[src/rtl/ysyx_22050039_ifu.sv]
// ysyx_22050039_ifu: RV64 instruction fetch unit, one outstanding imem request, buffered word to decode
// ports: clk/rst (async, active-low); imem_req_valid/imem_req_ready/imem_addr request channel;
//        imem_resp_valid/imem_resp_data response; inst_valid/inst_ready/inst/inst_pc to decode;
//        pc_wen/pc_wdata redirect from decode/execute
module ysyx_22050039_ifu #(
  parameter int XLEN = 64,
  parameter int INST_LEN = 32,
  parameter logic [XLEN-1:0] RESET_PC = 64'h0000_0000_8000_0000
) (
  input  logic                clk,
  input  logic                rst,
  output logic                imem_req_valid,
  input  logic                imem_req_ready,
  output logic [XLEN-1:0]     imem_addr,
  input  logic                imem_resp_valid,
  input  logic [INST_LEN-1:0] imem_resp_data,
  output logic                inst_valid,
  input  logic                inst_ready,
  output logic [INST_LEN-1:0] inst,
  output logic [XLEN-1:0]     inst_pc,
  input  logic                pc_wen,
  input  logic [XLEN-1:0]     pc_wdata
);
  typedef enum logic [1:0] {IDLE, REQ, WAIT, HOLD} state_e;
  state_e state_q, state_d;
  logic [XLEN-1:0] pc_q, pc_d, inst_pc_q, inst_pc_d, redir_pc;
  logic [INST_LEN-1:0] inst_q, inst_d;
  logic drop_q, drop_d;
  assign redir_pc = {pc_wdata[XLEN-1:2], 2'b00};
  assign imem_req_valid = state_q == REQ;
  assign inst_valid = state_q == HOLD;
  assign imem_addr = pc_q;
  assign inst = inst_q;
  assign inst_pc = inst_pc_q;
  always_comb begin
    state_d = state_q;
    pc_d = pc_wen ? redir_pc : pc_q;
    drop_d = drop_q;
    inst_d = inst_q;
    inst_pc_d = inst_pc_q;
    case (state_q)
      IDLE: state_d = REQ;
      REQ: if (imem_req_ready) begin
        state_d = WAIT;
        // the old address already went out, so its word must be thrown away
        drop_d = pc_wen;
      end
      WAIT: if (imem_resp_valid) begin
        state_d = (drop_q || pc_wen) ? REQ : HOLD;
        drop_d = 1'b0;
        if (!drop_q && !pc_wen) begin
          inst_d = imem_resp_data;
          inst_pc_d = pc_q;
          pc_d = pc_q + XLEN'(4);
        end
      end else if (pc_wen) drop_d = 1'b1;
      HOLD: if (inst_ready || pc_wen) state_d = REQ;
      default: state_d = IDLE;
    endcase
  end
  always_ff @(posedge clk or negedge rst) begin
    if (!rst) begin
      state_q <= IDLE;
      pc_q <= RESET_PC;
      drop_q <= 1'b0;
      inst_q <= '0;
      inst_pc_q <= '0;
    end else begin
      state_q <= state_d;
      pc_q <= pc_d;
      drop_q <= drop_d;
      inst_q <= inst_d;
      inst_pc_q <= inst_pc_d;
    end
  end
endmodule

[config.mk]
export PLATFORM = sky130hd
export DESIGN_NAME = ysyx_22050039_ifu
export DESIGN_NICKNAME = d
export VERILOG_FILES = /design/src/rtl/ysyx_22050039_ifu.sv
export SDC_FILE = /design/constraint.sdc
export NUM_CORES = 1
export LEC_CHECK = 0
export ABC_AREA = 1
export CORE_ASPECT_RATIO = 2
export CORE_MARGIN = 1.5
export CORE_UTILIZATION = 43
export DETAILED_ROUTE_END_ITERATION = 7
export GPL_ROUTABILITY_DRIVEN = 0
export PLACE_DENSITY_LB_ADDON = 0.3
export SLEW_MARGIN = 20
export SYNTH_ARGS = -nofsm -noshare
export SYNTH_HDL_FRONTEND = slang
export SYNTH_SLANG_ARGS = --single-unit
[constraint.sdc]
create_clock -name clk -period 1.78 [get_ports clk]
set_input_delay 0.356 -clock clk [delete_from_list [all_inputs] [get_ports clk]]
set_output_delay 0.356 -clock clk [all_outputs]
set_load 0.05 [all_outputs]
==> results.sh, run 1 <==
export IMPL_status="completed"
export IMPL_finalWorstSetupSlack_ns=0.0393
export IMPL_fin_util_pct=67.6
export IMPL_timing_hold_ws_ns=0.418
export IMPL_yosysSeqAreaShare_pct=47.8
export IMPL_cts_tree="yes"
export IMPL_grtUsageMet1_pct=29.2
export IMPL_cp_start_kind="flop"
export IMPL_synthCells=1109
export IMPL_drv_slew=0
export IMPL_rsz0062_at_grt="true"
export IMPL_cts_buffers=17
export IMPL_ir_drop_v=0.00120
export IMPL_grt_pass1_vias=9060
export IMPL_cp_required_ns=2.10
export IMPL_stdcell_count=1762
export IMPL_cpLargestDelayFamily="simple AND/OR/NAND/NOR gates"
export IMPL_ioPinCount=264
export IMPL_cp_num_buf_inv=0
export IMPL_crit_arrival_ns=2.06
export IMPL_core_sq_mm=0.0194
export IMPL_path_max_fanout=6
export IMPL_post_route_drc_count=0
export IMPL_final_cell_mix="nand2_1, buf_4, nor2_1, dfrtp_1, clkdlybuf4s50_1"
export IMPL_nets=1597
export IMPL_path_class="reg2reg"
export IMPL_syn_nets=1216
export IMPL_wire_per_inst_um=18.0
export IMPL_min_period_over_period_pct=97.8
export IMPL_syn2layout_area_growth_pct=53.4
export IMPL_yosysTopAreaCellShare_pct=47.5
export IMPL_synth_avg_cell_area_sq_um=7.69
export IMPL_place_ws_ns=-0.203
export IMPL_yosys_top_cells_area="dfrtp_1, nand2_1, nor2_1"
export IMPL_min_period_ns=1.74
export IMPL_synth_edf_count=0
export IMPL_synth_ff_type="dfrtp_1"
export IMPL_cp_slowest_cell="dfrtp_2"
export IMPL_synth_seq_cells=163
export IMPL_yosysTopAreaCell="dfrtp_1"
export IMPL_grt_util_met3_pct=4.43
export IMPL_max_freq_mhz=574
export IMPL_floorplan_initialDensity_pct=44.0
export IMPL_synth_area_sq_mm=0.00853
export IMPL_numPortBuffers=261
export IMPL_fin_worst_skew_ns=0.00903
export IMPL_async_reset_ff_share_pct=100
export IMPL_routed_wirelength_mm=31.7
export IMPL_busiest_layer="met2"
export IMPL_root_buffer="clkbuf_16"
export IMPL_num_rows=72
export IMPL_avgViaCountPerCell=5.27
export IMPL_hp_class="in2reg"
export IMPL_yosys_warnings=0
export IMPL_grt_pass1_wl_mm=46.1
export IMPL_first_pass_iters=7
export IMPL_fp_dieW_um=103
export IMPL_grt_antenna_before_repair=0
export IMPL_cts_sinks=163
export IMPL_drt_initial_drc_count=491
export IMPL_grt_use_total_pct=29.3
export IMPL_synth_cell_types=42
export IMPL_diodes=0
export IMPL_maxSlewHeadroom_pct=63.3
export IMPL_tightest_slew_ns=0.551
export IMPL_met2_usage_pct=54.1
export IMPL_ant_nets=0
export IMPL_critPathCaptureType="flop"
export IMPL_cts_clk_slew_worst_paths_ns=0.06
export IMPL_setup_violations=0
export IMPL_final_layout_size_suffix_gt1_share_pct=29.1
export IMPL_cts_max_path_buffers=2
export IMPL_grt_ovfl_total=0
export IMPL_leakage_nw=6.25
export IMPL_dpl_cell_count=1708
export IMPL_critical_path_cell_chain="nand2_4 > nor2_4 > nand2_2 > nor2_8 > nand2_4 > nor2_4 > nand3_1 > nand3_1 > nand2_1"
export IMPL_hold_viol_final=0
export IMPL_die_y_um=202
export IMPL_fp_dieArea_sq_mm=0.0207
export IMPL_cpPeakStageDelay_ns=0.44
export IMPL_final_common_cell="nand2_1"
export IMPL_htreeDepth=4
export IMPL_clk_latency_ns=0.44
export IMPL_setup_tns_ns=0
export IMPL_p_per_area_mw_per_mm2=1460
export IMPL_hpwl_mm=23.2
export IMPL_vias=9278
export IMPL_grt_max_degree=62
export IMPL_cap_viol_max_count=0
==> power breakdown <==
group | internal, mW | leakage (nW) | switching (mW)
combinational | 3.05 | 3.98 | 6.52
clock | 2.08 | 0.271 | 1.56
sequential | 4.96 | 2.00 | 0.877
==> cell families after synthesis <==
logic type      synth area share, %
simple gates                   37.0
flops                          47.8
buf+inv                        5.24
compound gates                 8.42
fa+ha+maj                     0.733
mux                           0.469
xor+xnor                      0.308
==> worst min-delay path, delay by kind of cell <==
family | cells | cell delay (ns)
and+or+nand+nor | 1 | 0.06
buffers and inverters | 1 | 0.15
AOI/OAI and AO/OA | 2 | 0.24
==> cells in the mapped netlist (2+ instances only) <==
library cell    n
a21oi_1         8
a221oi_2        2
a22oi_1        10
a31oi_1         5
buf_1           6
buf_2          21
clkbuf_1       15
dfrtp_1       162
ha_1            5
inv_1          62
inv_2           5
mux2i_1         4
nand2_1       363
nand2_2         8
nand2_4         5
nand3_1        78
nand4_1        19
nor2_1        182
nor2_2         10
nor2_4         14
nor2_8          3
nor3_1         16
nor3b_1         3
o211ai_1       24
o21a_1          9
o21ai_0        34
o21ai_1         3
o21bai_1        2
o221ai_1        8
or2_0           4
or2_1           3
or2_2           5
xor2_1          2
==> routing by layer <==
layer / wire length (um) / vias up / share of wire [%]
met5: 0 / - / 0
met4: 2110 / 0 / 6.6
met3: 1770 / 111 / 5.6
met2: 17100 / 405 / 54
met1: 10700 / 4393 / 34
li1: - / 4369 / -
==> flip-flops by register name (all words and copies together) (netlist names) <==
name and flops:
drop_q 1, imem_addr 64, inst 32, inst_pc 64, state_q 2
==> timing repair <==
action / 4_1_cts / 5_1_grt
hold buffers: 1 / 0
pin swaps: 1 / 12
buffers inserted: 1 / 15
endpoints found under the hold margin: 41 / 0
endpoints found under the setup margin: 3 / 104
gates cloned: 0 / 6
gates resized for setup: 3 / 42
==> metrics by stage <==
step / area, sq um / power, mW
2_1_floorplan: 8560 / 11.7
3_3_place_gp: 12100 / 15.1
3_5_place_dp: 12100 / 15.3
4_1_cts: 12700 / 19.0
5_1_grt: 13100 / 19.9
6_report: 13100 / 19.0
==> cell type report <==
class                      count  area [sq um]
sequential                   163          4100
clock inverter                10          98.8
clock buffer                  22           484
timing repair buffer         403          3680
tap                          259           324
timing repair inverter         2          17.5
fill                        1635          6280
inverter                      67           264
multi-input combinational    836          4120
==> final timing paths <==
kind                                from       endpoint  slack (ns)  cells after the start
max reg2reg                imem_addr[13]  imem_addr[49]        0.04                      9
min                               pc_wen     state_q[1]        0.42                      4
min in group asynchronous            rst     inst_pc[5]        0.45                      2
max                        imem_addr[13]  imem_addr[49]        0.04                      9
min reg2reg                     inst[17]       inst[17]        0.47                      2
max in group asynchronous            rst  imem_addr[31]        0.68                      3
No activity file was read; power rests on OpenSTA's default activity.
==> inputs of run 2 (changes only) <==
--- a/config.mk
+++ b/config.mk
@@ -8,7 +8,7 @@
 export ABC_AREA = 1
 export CORE_ASPECT_RATIO = 2
 export CORE_MARGIN = 1.5
-export CORE_UTILIZATION = 43
+export CORE_UTILIZATION = 47
 export DETAILED_ROUTE_END_ITERATION = 7
 export GPL_ROUTABILITY_DRIVEN = 0
 export PLACE_DENSITY_LB_ADDON = 0.3
==> constraint.sdc (replaced) <==
create_clock -name clk -period 1.7 [get_ports clk]
set_input_delay 0.34 -clock clk [delete_from_list [all_inputs] [get_ports clk]]
set_output_delay 0.34 -clock clk [all_outputs]
set_load 0.05 [all_outputs]
==> run 2 against run 1 <==
The run now ends with negative setup slack left. Sequential cell count stayed put. Sequential share of layout area decreased by 1.7 points. Final cell count down 0.85%. Maximum frequency down 0.71%. Routed wire length increased by 5.1%. Critical path type unchanged. Largest power group unchanged. Highest routed layer unchanged.
==> results.sh, run 2 (same netlist as run 1, synthesis figures left out) <==
export IMPL_cpPeakStageDelay_ns=0.41
export IMPL_grt_antenna_before_repair=2
export IMPL_first_pass_iters=5
export IMPL_cap_viol_max_count=0
export IMPL_die_y_um=194
export IMPL_rsz0062_at_grt="true"
export IMPL_final_layout_size_suffix_gt1_share_pct=35.0
export IMPL_internal_power_mw=11.2
export IMPL_ff2ff_setup_slack_ns=-0.05
export IMPL_crit_arrival_ns=2.07
export IMPL_min_from="pc_wen"
export IMPL_cts_clk_slew_worst_paths_ns=0.06
export IMPL_ant_nets=0
export IMPL_clk_latency_ns=0.45
export IMPL_reg2reg_depth=10
export IMPL_pwr_share_comb_pct=50.7
export IMPL_cp_start_kind="flop"
export IMPL_netSwitchingFraction_pct=46.3
export IMPL_status="complete, but fails checks"
export IMPL_vias=9723
export IMPL_hp_class="in2reg"
export IMPL_path_max_fanout=4
export IMPL_routed_wirelength_mm=33.3
export IMPL_dpl_cell_count=1679
export IMPL_min_period_ns=1.75
export IMPL_path_class="reg2reg"
export IMPL_grt_use_total_pct=33.4
export IMPL_p_clk_share_pct=19.9
export IMPL_timing_hold_ws_ns=0.306
export IMPL_cp_required_ns=2.02
export IMPL_floorplan_initialDensity_pct=48.0
export IMPL_grt_pass1_wl_mm=49.6
export IMPL_min_period_over_period_pct=103
export IMPL_nets=1626
export IMPL_cp_slowest_cell="dfrtp_2"
export IMPL_syn2layout_area_growth_pct=62.9
export IMPL_critical_path_cell_chain="buf_4 > nand3_4 > inv_4 > nand2_4 > nor2_1 > nand2_1 > nor2_2 > nand3_1 > nand3_1 > nand2_1"
export IMPL_seq_area_sq_mm=0.00412
export IMPL_final_cell_mix="nand2_1, buf_4, nor2_1, dfrtp_1, clkdlybuf4s50_1"
export IMPL_drt_initial_drc_count=701
export IMPL_cts_max_path_buffers=2
export IMPL_failed_checks="negative setup slack"
export IMPL_fp_dieArea_sq_mm=0.0190
export IMPL_tightest_slew_ns=0.376
export IMPL_setup_tns_ns=-0.162
export IMPL_ioPinCount=264
export IMPL_fin_util_pct=78.1
export IMPL_fin_worst_skew_ns=0.0163
export IMPL_stdcell_count=1747
export IMPL_cts_sinks=163
export IMPL_avgViaCountPerCell=5.57
export IMPL_leakage_nw=6.58
export IMPL_root_buffer="clkbuf_16"
export IMPL_post_route_drc_count=0
export IMPL_grt_max_degree=45
export IMPL_grt_pass1_vias=9661
export IMPL_numPortBuffers=261
export IMPL_cts_tree="yes"
export IMPL_fp_dieW_um=98.3
export IMPL_core_sq_mm=0.0178
export IMPL_seq_power_share_pct=29.4
export IMPL_multiInputGateArea_sq_mm=0.00438
export IMPL_wire_per_inst_um=19.1
export IMPL_num_rows=69
export IMPL_final_common_cell="nand2_1"
export IMPL_grt_ovfl_total=0
export IMPL_p_total_mw=20.8
export IMPL_max_freq_mhz=570
export IMPL_finalWorstSetupSlack_ns=-0.0532
export IMPL_whs_path_depth=4
export IMPL_maxSlewHeadroom_pct=74.7
export IMPL_nFillCells=1185
export IMPL_power_net_switching_mw=9.64
export IMPL_reg2reg_to="imem_addr[59]"
export IMPL_ir_drop_v=0.00122
export IMPL_drv_slew=0
export IMPL_p_per_area_mw_per_mm2=1500
export IMPL_min_to="state_q[1]"
export IMPL_hold_viol_final=0
export IMPL_hpwl_mm=23.8
export IMPL_rr_startpoint="imem_addr[3]"
export IMPL_cts_buffers=17
export IMPL_setup_violations=4
export IMPL_critPathCaptureType="flop"
export IMPL_htreeDepth=4
==> run 2: cell types whose count changed in the layout (fill, tap and decap cells not counted), sizes merged <==
cell and change:
buf +33, bufbuf +1, bufinv +3, clkbuf -6, clkinvlp -2, diode +2
==> run 2: worst max path at each step <==
stage,from,endpoint,cells after the start
2_1_floorplan,imem_addr[31],imem_addr[55],7
3_3_place_gp,imem_resp_valid,imem_addr[43],8
3_5_place_dp,imem_resp_valid,imem_addr[43],8
4_1_cts,state_q[1],inst_valid,3
5_1_grt,imem_addr[10],imem_addr[62],10
6_report,imem_addr[3],imem_addr[59],10
==> run 2: area by class of cell <==
class	instances	area share, %
multi-input cells	836	31.5
repair buffers	433	30.3
flip-flops and latches	163	29.7
clock buffers	20	3.22
inverters	67	1.95
well taps	213	1.92
clock inverters	12	1.29
repair inverters	1	0.0630
diodes	2	0.0360
==> run 2: metal layers <==
layer	part of all wire, %	GRT usage, %	wire length, um
met5	0	0	0
met4	7.9	23.7	2620
met3	6.3	5.60	2090
met2	53	60.2	17700
met1	33	34.3	10900
==> run 2: power groups by stage <==
stage                     registers (mW)  clock network [mW]  logic (mW)
after floorplan                     10.5                   0        1.78
after global placement              6.08                   0        10.1
after detailed placement            6.15                   0        10.2
after CTS                           6.10                4.17        10.4
after global routing                6.27                4.33        11.0
final                               6.12                4.15        10.6
==> run 2: what timing repair did <==
action | in CTS | in global routing
pin swaps | 2 | 41
setup endpoints to repair | 122 | 62
endpoints found under the hold margin | 22 | 0
resized for setup | 24 | 119
hold buffers | 1 | 0
cloned | 2 | 0
setup buffers | 6 | 28
==> run 2: through the flow <==
step	worst slack [ns]	cell area, sq um
2_1_floorplan	-0.0185	8590
4_1_cts	-0.0133	13300
5_1_grt	-0.133	13900
3_5_place_dp	-0.280	12500
6_report	-0.0532	13900
3_3_place_gp	-0.245	12500
==> run 2: critical path: cells and delay by family, from the launching register on <==
| kind | cells | cell delay, ns |
|---|---|---|
| AND/OR/NAND/NOR | 8 | 0.98 |
| flip-flops | 1 | 0.41 |
| buffers and inverters | 2 | 0.23 |
